==> src/rtl/alu_arbiter.sv <==
// Round-robin arbiter that shares one registered 8-bit alu between two requesters.
// Defining ALU_ARB_ERR_EN blanks illegal opcodes and returns them with rsp_err set.
module alu_arbiter #(
  parameter int ALU_LAT = 2
) (
  input  logic       ck,
  input  logic       rst,
  input  logic       req0_valid,
  output logic       req0_ready,
  input  logic [7:0] req0_a,
  input  logic [7:0] req0_b,
  input  logic [3:0] req0_op,
  input  logic       req1_valid,
  output logic       req1_ready,
  input  logic [7:0] req1_a,
  input  logic [7:0] req1_b,
  input  logic [3:0] req1_op,
  output logic       rsp0_valid,
  output logic       rsp1_valid,
  output logic [7:0] rsp_data,
  output logic       rsp_err,
  output logic [7:0] alu_a,
  output logic [7:0] alu_b,
  output logic [3:0] alu_ctr,
  input  logic [7:0] alu_o
);

  localparam int LAST = ALU_LAT - 1;

  logic               prio;
  logic               grant_any;
  logic               grant_id;
  logic [7:0]         sel_a;
  logic [7:0]         sel_b;
  logic [3:0]         sel_op;
  logic               issue;
  logic               rsp_vld;
  logic [ALU_LAT-1:0] pipe_vld;
  logic [ALU_LAT-1:0] pipe_id;

  // Grants are withheld during reset so nothing can enter a pipe that is being cleared.
  always_comb begin
    grant_any = 1'b0;
    grant_id  = 1'b0;
    if (!rst) begin
      if (req0_valid && req1_valid) begin
        grant_any = 1'b1;
        grant_id  = prio;
      end else if (req0_valid) begin
        grant_any = 1'b1;
        grant_id  = 1'b0;
      end else if (req1_valid) begin
        grant_any = 1'b1;
        grant_id  = 1'b1;
      end
    end
  end

  assign req0_ready = grant_any && !grant_id;
  assign req1_ready = grant_any && grant_id;

  assign sel_a  = grant_id ? req1_a  : req0_a;
  assign sel_b  = grant_id ? req1_b  : req0_b;
  assign sel_op = grant_id ? req1_op : req0_op;

`ifdef ALU_ARB_ERR_EN
  logic               sel_illegal;
  logic [ALU_LAT-1:0] pipe_err;

  assign sel_illegal = !((sel_op == 4'b0000) || (sel_op == 4'b0001) || sel_op[3]);
  assign issue       = grant_any && !sel_illegal;

  always_ff @(posedge ck) begin
    if (rst) begin
      pipe_err <= '0;
    end else begin
      pipe_err[0] <= grant_any && sel_illegal;
      for (int i = 1; i < ALU_LAT; i++) begin
        pipe_err[i] <= pipe_err[i-1];
      end
    end
  end
`else
  assign issue = grant_any;
`endif

  assign alu_a   = issue ? sel_a  : 8'h00;
  assign alu_b   = issue ? sel_b  : 8'h00;
  assign alu_ctr = issue ? sel_op : 4'b0000;

  always_ff @(posedge ck) begin
    if (rst) begin
      prio     <= 1'b0;
      pipe_vld <= '0;
      pipe_id  <= '0;
    end else begin
      pipe_vld[0] <= grant_any;
      pipe_id[0]  <= grant_id;
      for (int i = 1; i < ALU_LAT; i++) begin
        pipe_vld[i] <= pipe_vld[i-1];
        pipe_id[i]  <= pipe_id[i-1];
      end
      if (grant_any) begin
        prio <= !grant_id;
      end
    end
  end

  // A reset cycle drops the op sitting in the last stage as well.
  assign rsp_vld    = pipe_vld[LAST] && !rst;
  assign rsp0_valid = rsp_vld && !pipe_id[LAST];
  assign rsp1_valid = rsp_vld && pipe_id[LAST];

`ifdef ALU_ARB_ERR_EN
  assign rsp_err  = rsp_vld && pipe_err[LAST];
  assign rsp_data = rsp_err ? 8'h00 : alu_o;
`else
  assign rsp_err  = 1'b0;
  assign rsp_data = alu_o;
`endif

endmodule

==> config.mk <==
export PLATFORM = sky130hd
export DESIGN_NAME = alu_arbiter
export DESIGN_NICKNAME = d
export VERILOG_FILES = /design/src/rtl/alu_arbiter.sv
export SDC_FILE = /design/constraint.sdc
export NUM_CORES = 1
export LEC_CHECK = 0
export BUFFER_PORTS_ARGS = -buffer_cell sky130_fd_sc_hd__buf_4
export CELL_PAD_IN_SITES_DETAIL_PLACEMENT = 1
export CELL_PAD_IN_SITES_GLOBAL_PLACEMENT = 1
export CORE_MARGIN = 2
export CORE_UTILIZATION = 18
export CTS_BUF_LIST = sky130_fd_sc_hd__clkbuf_4
export DETAILED_ROUTE_END_ITERATION = 12
export PLACE_DENSITY_LB_ADDON = 0.3
export SLEW_MARGIN = 20
export SYNTH_ARGS = -nofsm -noshare
export SYNTH_HDL_FRONTEND = slang
export SYNTH_SLANG_ARGS = --single-unit
==> constraint.sdc <==
create_clock -name ck -period 1.2 [get_ports ck]
set_clock_uncertainty 0.05 [all_clocks]
set_input_delay 0.06 -clock ck [delete_from_list [all_inputs] [get_ports ck]]
set_output_delay 0.06 -clock ck [all_outputs]
set_load 0.005 [all_outputs]
Yosys cells after proc, flatten, opt, wreduce, memory -nomap -nowiden
Index checks and enable logic that the tools add are counted.

Mux-type cells: 13. Reductions and logical operators: 9.

Operators by type and width (number): two-way mux 8 bit (4); two-way mux 4 bit (2); two-way mux 1 bit (7); logical AND 1 bit (6); logical NOT 1 bit (3).

Register bits: 5. Input port bits: 52. Output and inout port bits: 33.

Depth between registers and ports, before layout
Gate-level depths: netlist of run 1.

Depth after elaboration: 6. Gate-level depth with buffers: 4. Depth with buffers taken out: 3.

Worst setup path before layout of run 1
No wires, ideal clock.

Path type: reg2out. Start: register prio. End: output alu_b[2]. Arrival: 0.867 ns. Required time: 1.090 ns. Path slack: 0.223 ns. Cell stages (with the launch flop): 5. Path buffers: 1. Cells stage by stage: dfxtp_1 > nand2b_4 > buf_4 > a32oi_1 > nor2_1.

Cells in the longest elaborated chain, start to end: 4.

Ends and longest elaborated chain: start, declared (line 30) `logic prio;`; start signal, assigned (line 104) `prio <= !grant_id;`; two-way mux 1 bit (line 46) `if (req0_valid && req1_valid) begin`; two-way mux 1 bit (line 45) `if (!rst) begin`; two-way mux 8 bit (line 63) `assign sel_b = grant_id ? req1_b : req0_b;`; two-way mux 8 bit (line 88) `assign alu_b = issue ? sel_b : 8'h00;`; end, declared (line 23) `output logic [7:0] alu_b,`.

No other way between the ends.

Worst setup path in the final report of run 1
Start: register prio. End: output alu_b[3].

The elaborated chain is that of the path after synthesis.

==> metrics.md, run 1 <==
| Metric | Value |
|---|---|
| Final clock period utilization by the worst path | 1.12 |
| Total grt overflow | 0 |
| Root Buffer | clkbuf_4 |
| Vias in the first global route | 894 |
| Crit path kind | register to primary output |
| CTS tree | done |
| Most numerous cell in the Yosys netlist | nor2_1 |
| Cells after Synth | 78 |
| Routability cong. | 0.665 |
| Share of total power in the clock network | 0.289 |
| Final-report max-slew violation count | 0 |
| Antenna fix cells | 0 |
| Wire per inst | 14.6 µm |
| Via density | 4.71 |
| Placement Setup Slack | 0.0456 ns |
| Die Area | 3690 µm² |
| P_int | 547 µW |
| Net Sw Frac | 0.300 |
| Post-synth top flop | dfxtp_1 |
| CTS sink cnt | 5 |
| Total track usage | 0.152 |
| Combinational power share | 0.476 |
| 1st-iter DRT viols | 12 |
| IO Port Bufs | 67 |
| Nets | 193 |
| Worst-path clk slew | 0.04 ns |
| Critical Path End Type | primary output |
| Leak Pwr | 0.000557 µW |
| Layout area overhead | 97.4% |
| Chip width | 60.7 µm |
| Worst Setup Start Kind | register |
| Utilization after layout | 0.375 |
| FFs w/ async S/R, synth | 0 |
| Via Count | 866 |
| Pwr dens | 684 nW/µm² |
| Net Sw Power | 234 µW |
| F_max | 746 MHz |
| Critical path data required time | 1.09 ns |
| Chip height | 60.7 µm |
| Yosys warns | 0 |
| CTS buffer count | 3 |
| Final hold vios | 0 |
| Total core area | 3050 µm² |
| Share of cells above drive strength 1 | 0.600 |
| Post-synth top cells | nor2_1 (24), a32oi_1 (20), buf_4 (11), dfxtp_1 (5) |
| H-Tree Depth | 1 |
| Drt drc | 0 |
| Max-Cap Viols | 0 |
| Post-synth EDFFs | 0 |
| Share of the yosys chip area belonging to registers | 0.173 |
| Max IR drop VDD | 214 µV |
| Unrepaired setup endpoints after global routing | true |
| Top cell type by total area after synthesis | a32oi_1 |
| Synth cell types | 16 |
| Starting density of the core | 0.190 |
| Worst setup margin | -0.140 ns |
| WL final | 2680 µm |
| I/O Pins | 85 |
| #FFs+latches synth | 5 |
| Post-synth top area share | 0.302 |
| Design area | 1140 µm² |
| Sequential power share | 0.235 |
| Critical path arrival | 1.23 ns |
| Initial antenna violation count | 0 |
| Post-layout min period | 1.34 ns |
| Power, Total | 782 µW |
| Netlist area before placement | 579 µm² |
| Final setup violation count | 22 |
| Drt pass-1 iters | 4 |
| Hold Crit Class | input port to register |
| Ranking of synthesized cells by area | a32oi_1 (30%), dfxtp_1 (17%), nor2_1 (16%), buf_4 (14%), buf_6 (3.9%) |
| CP Max Fanout | 12 |
| Synthesized area per cell | 7.43 µm² |
| Routed Antenna Nets | 0 |
| First-pass GRT wire length | 4110 µm |
| Worst skew pair latency | 0.25 ns |
| Num rows | 20 |
| Cts hold-fix bufs | 0 |
| Largest net degree at the start of global routing | 30 |
| Violated checks | setup timing |
| Status | finished, violations left |
| Max Root-Sink Buffers | 2 |
| Synth Net Count | 130 |
| Area after DPL | 1030 µm² |
placed cells by master, fill, tap and decap left out:
cell type | synthesis | layout
nor3b_1 | 1 | 1
nand2b_4 | 1 | 4
dfxtp_1 | 5 | 4
clkbuf_4 | 0 | 4
a32oi_1 | 20 | 20
buf_6 | 2 | 3
a21oi_1 | 1 | 1
nand2_2 | 0 | 1
conb_1 | 1 | 1
and3b_1 | 1 | 1
a21boi_4 | 1 | 1
nor2b_1 | 3 | 3
nand2b_1 | 1 | 1
dfxtp_4 | 0 | 1
nor2_1 | 24 | 24
buf_4 | 11 | 70
cell families after synthesis:
| group | after synthesis | share of synthesized area |
|---|---|---|
| compound gates | 22 | 0.343 |
| buf+inv | 18 | 0.220 |
| flops | 5 | 0.173 |
| other cells | 1 | 0.00647 |
| simple gates | 32 | 0.257 |
path summary, 6_finish.rpt:
check / to / slack [ns] / from / cells after the start
setup / recovery: alu_b[3] / -0.14 / prio / 5
hold / removal: pipe_vld[0] / 0.07 / req1_valid / 3
setup reg to reg: pipe_id[0] / 0.18 / prio / 5
hold reg to reg: pipe_vld[1] / 0.39 / pipe_vld[0] / 1
layer usage:
metal | wire, µm | track usage | part of all wire | up-vias
met5 | 0 | 0 | 0 | -
met4 | 47 | 0.0745 | 0.018 | 0
met3 | 164 | 0.0341 | 0.061 | 8
met2 | 1440 | 0.275 | 0.54 | 40
met1 | 1030 | 0.166 | 0.38 | 412
li1 | - | - | - | 406
timing repair:
item | 4_1_cts | 5_1_grt
endpoints found under the setup margin | 22 | 22
hold endpoints to repair | 0 | 0
gates resized for setup | 8 | 1
buffers inserted | 1 | 2
gates cloned | 3 | 0
pin swaps | 7 | 2
through the flow:
| stage | std cells | setup TNS [ns] | hold slack, ns |
|---|---|---|---|
| after floorplan | 78 | 0 | 0.126 |
| after global routing | 184 | -4.34 | 0.0700 |
| after global placement | 174 | 0 | 0.0700 |
| after detailed placement | 174 | 0 | 0.0700 |
| after CTS | 182 | -2.74 | 0.0646 |
| final | 184 | -2.65 | 0.0668 |
power by group through the flow:
stage          clock network [µW]  registers (µW)  logic (µW)
6_report                      226             183         372
5_1_grt                       247             184         405
4_1_cts                       234             183         367
3_5_place_dp                    0             184         337
3_3_place_gp                    0             183         328
2_1_floorplan                   0             183         165
area by class of cell:
class,instances,area [µm²]
clock buffers,4,30.0
fillers,393,1910
multi-input cells,58,395
flip-flops and latches,5,104
well taps,44,55.1
repair buffers,73,559
flip-flops by register name, summed over array words and instances, names as in the netlist:
register	cells
pipe_vld	2
prio	1
pipe_id	2
critical path, stage by stage (launching register included):
cell and delay [ns]:
dfxtp_4 0.37, a21boi_4 0.16, buf_6 0.17, a32oi_1 0.06, nor2_1 0.11, buf_4 0.12
Note: power is estimated with default switching activity, not from simulation.
==> run 2, diff against run 1 <==
--- a/config.mk
+++ b/config.mk
@@ -12,7 +12,7 @@
 export CORE_UTILIZATION = 18
 export CTS_BUF_LIST = sky130_fd_sc_hd__clkbuf_4
 export DETAILED_ROUTE_END_ITERATION = 12
-export PLACE_DENSITY_LB_ADDON = 0.3
+export PLACE_DENSITY = 0.9
 export SLEW_MARGIN = 20
 export SYNTH_ARGS = -nofsm -noshare
 export SYNTH_HDL_FRONTEND = slang
==> run 2 against run 1 <==
Compared with the run above: the flow still finishes with violations (setup timing); non-clock buffer count shrank 3; register-to-register slack improved by 0.13 ns; clock-buffer cell count down 1; sequential share of layout area about the same; die area is the same; design area shrank 0.33%; wire length is 0.48% higher; clock power decreased by 13%; core utilization shrank 0.12 points; worst setup slack got worse by 0.0090 ns; global-route usage shrank 0.99 points; critical path depth is 1 lower; critical endpoint is now alu_a[2].
==> metrics.md, run 2 (synthesis gave the netlist of run 1 again) <==
| Metric | Value |
|---|---|
| CTS sink cnt | 5 (unchanged) |
| Cell Count, Final, Fillers Out | 180 (-2.2%) |
| IO Port Bufs | 67 (unchanged) |
| Wire per inst | 15.0 µm (+2.7%) |
| Critical path arrival | 1.24 ns (about the same) |
| Worst Setup Start Kind | register |
| Post-placement cell count | 174 (unchanged) |
| Drt drc | 0 (unchanged) |
| Via Count | 821 (-5.2%) |
| Chip width | 60.7 µm (unchanged) |
| Final-report max-slew violation count | 0 (unchanged) |
| Critical path data required time | 1.09 ns (about the same) |
| Biggest regs | pipe_id (2), pipe_vld (2), prio (1) |
| Critical Path End Type | primary output |
| Routed Antenna Nets | 0 (unchanged) |
| Post-DP HPWL | 2030 µm |
| 1st-iter DRT viols | 15 (+3) |
| Routability cong. | 0.782 (+18%) |
| Final hold vios | 0 (unchanged) |
| CTS tree | done |
| Design area | 1140 µm² (-0.33%) |
| Num rows | 20 (unchanged) |
| Commonest non-fill, non-tap cell in the layout | buf_4 |
| Chip height | 60.7 µm (unchanged) |
| Via density | 4.56 (-3.1%) |
| F_max | 741 MHz (-0.66%) |
| Status | finished, violations left |
| Share of cells above drive strength 1 | 0.618 (+0.0176) |
| Leak Pwr | 0.000546 µW (-1.9%) |
| Placement Setup Slack | -0.00591 ns (-0.0515 ns) |
| Layout area overhead | 96.8% |
| Pwr dens | 657 nW/µm² (-3.8%) |
| CP Max Fanout | 11 (-1) |
| Final clock period utilization by the worst path | 1.12 (+0.00747) |
| Starting density of the core | 0.190 (unchanged) |
| Post-layout min period | 1.35 ns (+0.00897 ns) |
| Postcts setup bufs | 0 (-1) |
| Hold Crit Class | input port to primary output |
| Worst setup margin | -0.149 ns (-0.00897 ns) |
| First-pass GRT wire length | 3850 µm (-6.2%) |
| Most frequent cells in the layout | buf_4 (67), nor2_1 (24), a32oi_1 (16) |
| Violated checks | setup timing |
| Area after DPL | 1030 µm² (unchanged) |
| Root Buffer | clkbuf_4 |
| Worst skew pair latency | 0.25 ns (about the same) |
| Largest net degree at the start of global routing | 30 (unchanged) |
| Total track usage | 0.142 (-0.00990) |
| Antenna fix cells | 0 (unchanged) |
| CTS buffer count | 3 (unchanged) |
| Final setup violation count | 22 (unchanged) |
| H-Tree Depth | 1 (unchanged) |
| Nets | 189 (-2.1%) |
| Die Area | 3690 µm² (unchanged) |
| Max IR drop VDD | 193 µV (-9.8%) |
| Drt pass-1 iters | 2 (-2) |
| Crit path kind | register to primary output |
| Unrepaired setup endpoints after global routing | true |
| Vias in the first global route | 810 (-9.4%) |
| Total core area | 3050 µm² (unchanged) |
| Cts hold-fix bufs | 0 (unchanged) |
| Initial antenna violation count | 0 (unchanged) |
| Max-Cap Viols | 0 (unchanged) |
| Max Root-Sink Buffers | 2 (unchanged) |
| Worst-path clk slew | 0.04 ns (about the same) |
| WL final | 2690 µm (+0.48%) |
| Total grt overflow | 0 (unchanged) |
| I/O Pins | 85 (unchanged) |
[run 2: changes by cell type in the layout (fill, tap and decap cells not counted), sizes merged]
cell    delta
buf        -3
clkbuf     -1
clkinv     +1
nand2b     -1
[run 2: critical path: stages (launching register included)]
cell	delay [ns]
dfxtp_4	0.36
nand2b_4	0.21
a32oi_1	0.23
nor2_1	0.06
buf_4	0.14
[run 2: final timing paths]
check | endpoint | from | depth (start not counted) | slack, ns
worst max-delay path | alu_a[2] | prio | 4 | -0.15
worst min-delay path | rsp_data[4] | alu_o[4] | 0 | 0.07
worst max register to register | pipe_id[0] | prio | 3 | 0.31
worst min register to register | pipe_id[1] | pipe_id[0] | 1 | 0.40
[run 2: layout make-up]
class                      count  area (µm²)
fill                         401        1910
clock inverter                 1        5.00
sequential                     5         104
timing repair buffer          70         537
clock buffer                   3        22.5
multi-input combinational     57         417
tap                           44        55.1
[run 2: per-layer routing]
layer / routed length, µm / share of wire / vias to the layer above / track usage
li1: - / - / 400 / -
met3: 199 / 0.074 / 2 / 0.0192
met5: 0 / 0 / - / 0
met4: 12 / 0.0045 / 0 / 0.0466
met1: 1010 / 0.37 / 377 / 0.165
met2: 1470 / 0.55 / 42 / 0.266
[run 2: repair_timing]
item                       CTS  global route
pin swaps                    3             2
resized for setup            9             4
hold endpoints to repair     0             0
cloned                       2             0
setup endpoints to repair   22            22
[run 2: metrics by stage]
step,hold slack (ns),power (µW),setup TNS (ns),utilization
floorplan,0.126,348,0,-
global placement,0.0700,511,0,0.338
detailed placement,0.0700,526,-0.00591,0.338
CTS,0.0700,757,-3.00,0.367
global route,0.0700,813,-4.34,0.373
finish,0.0700,749,-2.68,0.373
[run 2: report_power, final]
| group | switching (µW) | total (µW) | internal (µW) |
|---|---|---|---|
| clock | 74.7 | 196 | 121 |
| combinational | 154 | 372 | 218 |
| sequential | 6.45 | 182 | 176 |
| total | 235 | 749 | 514 |
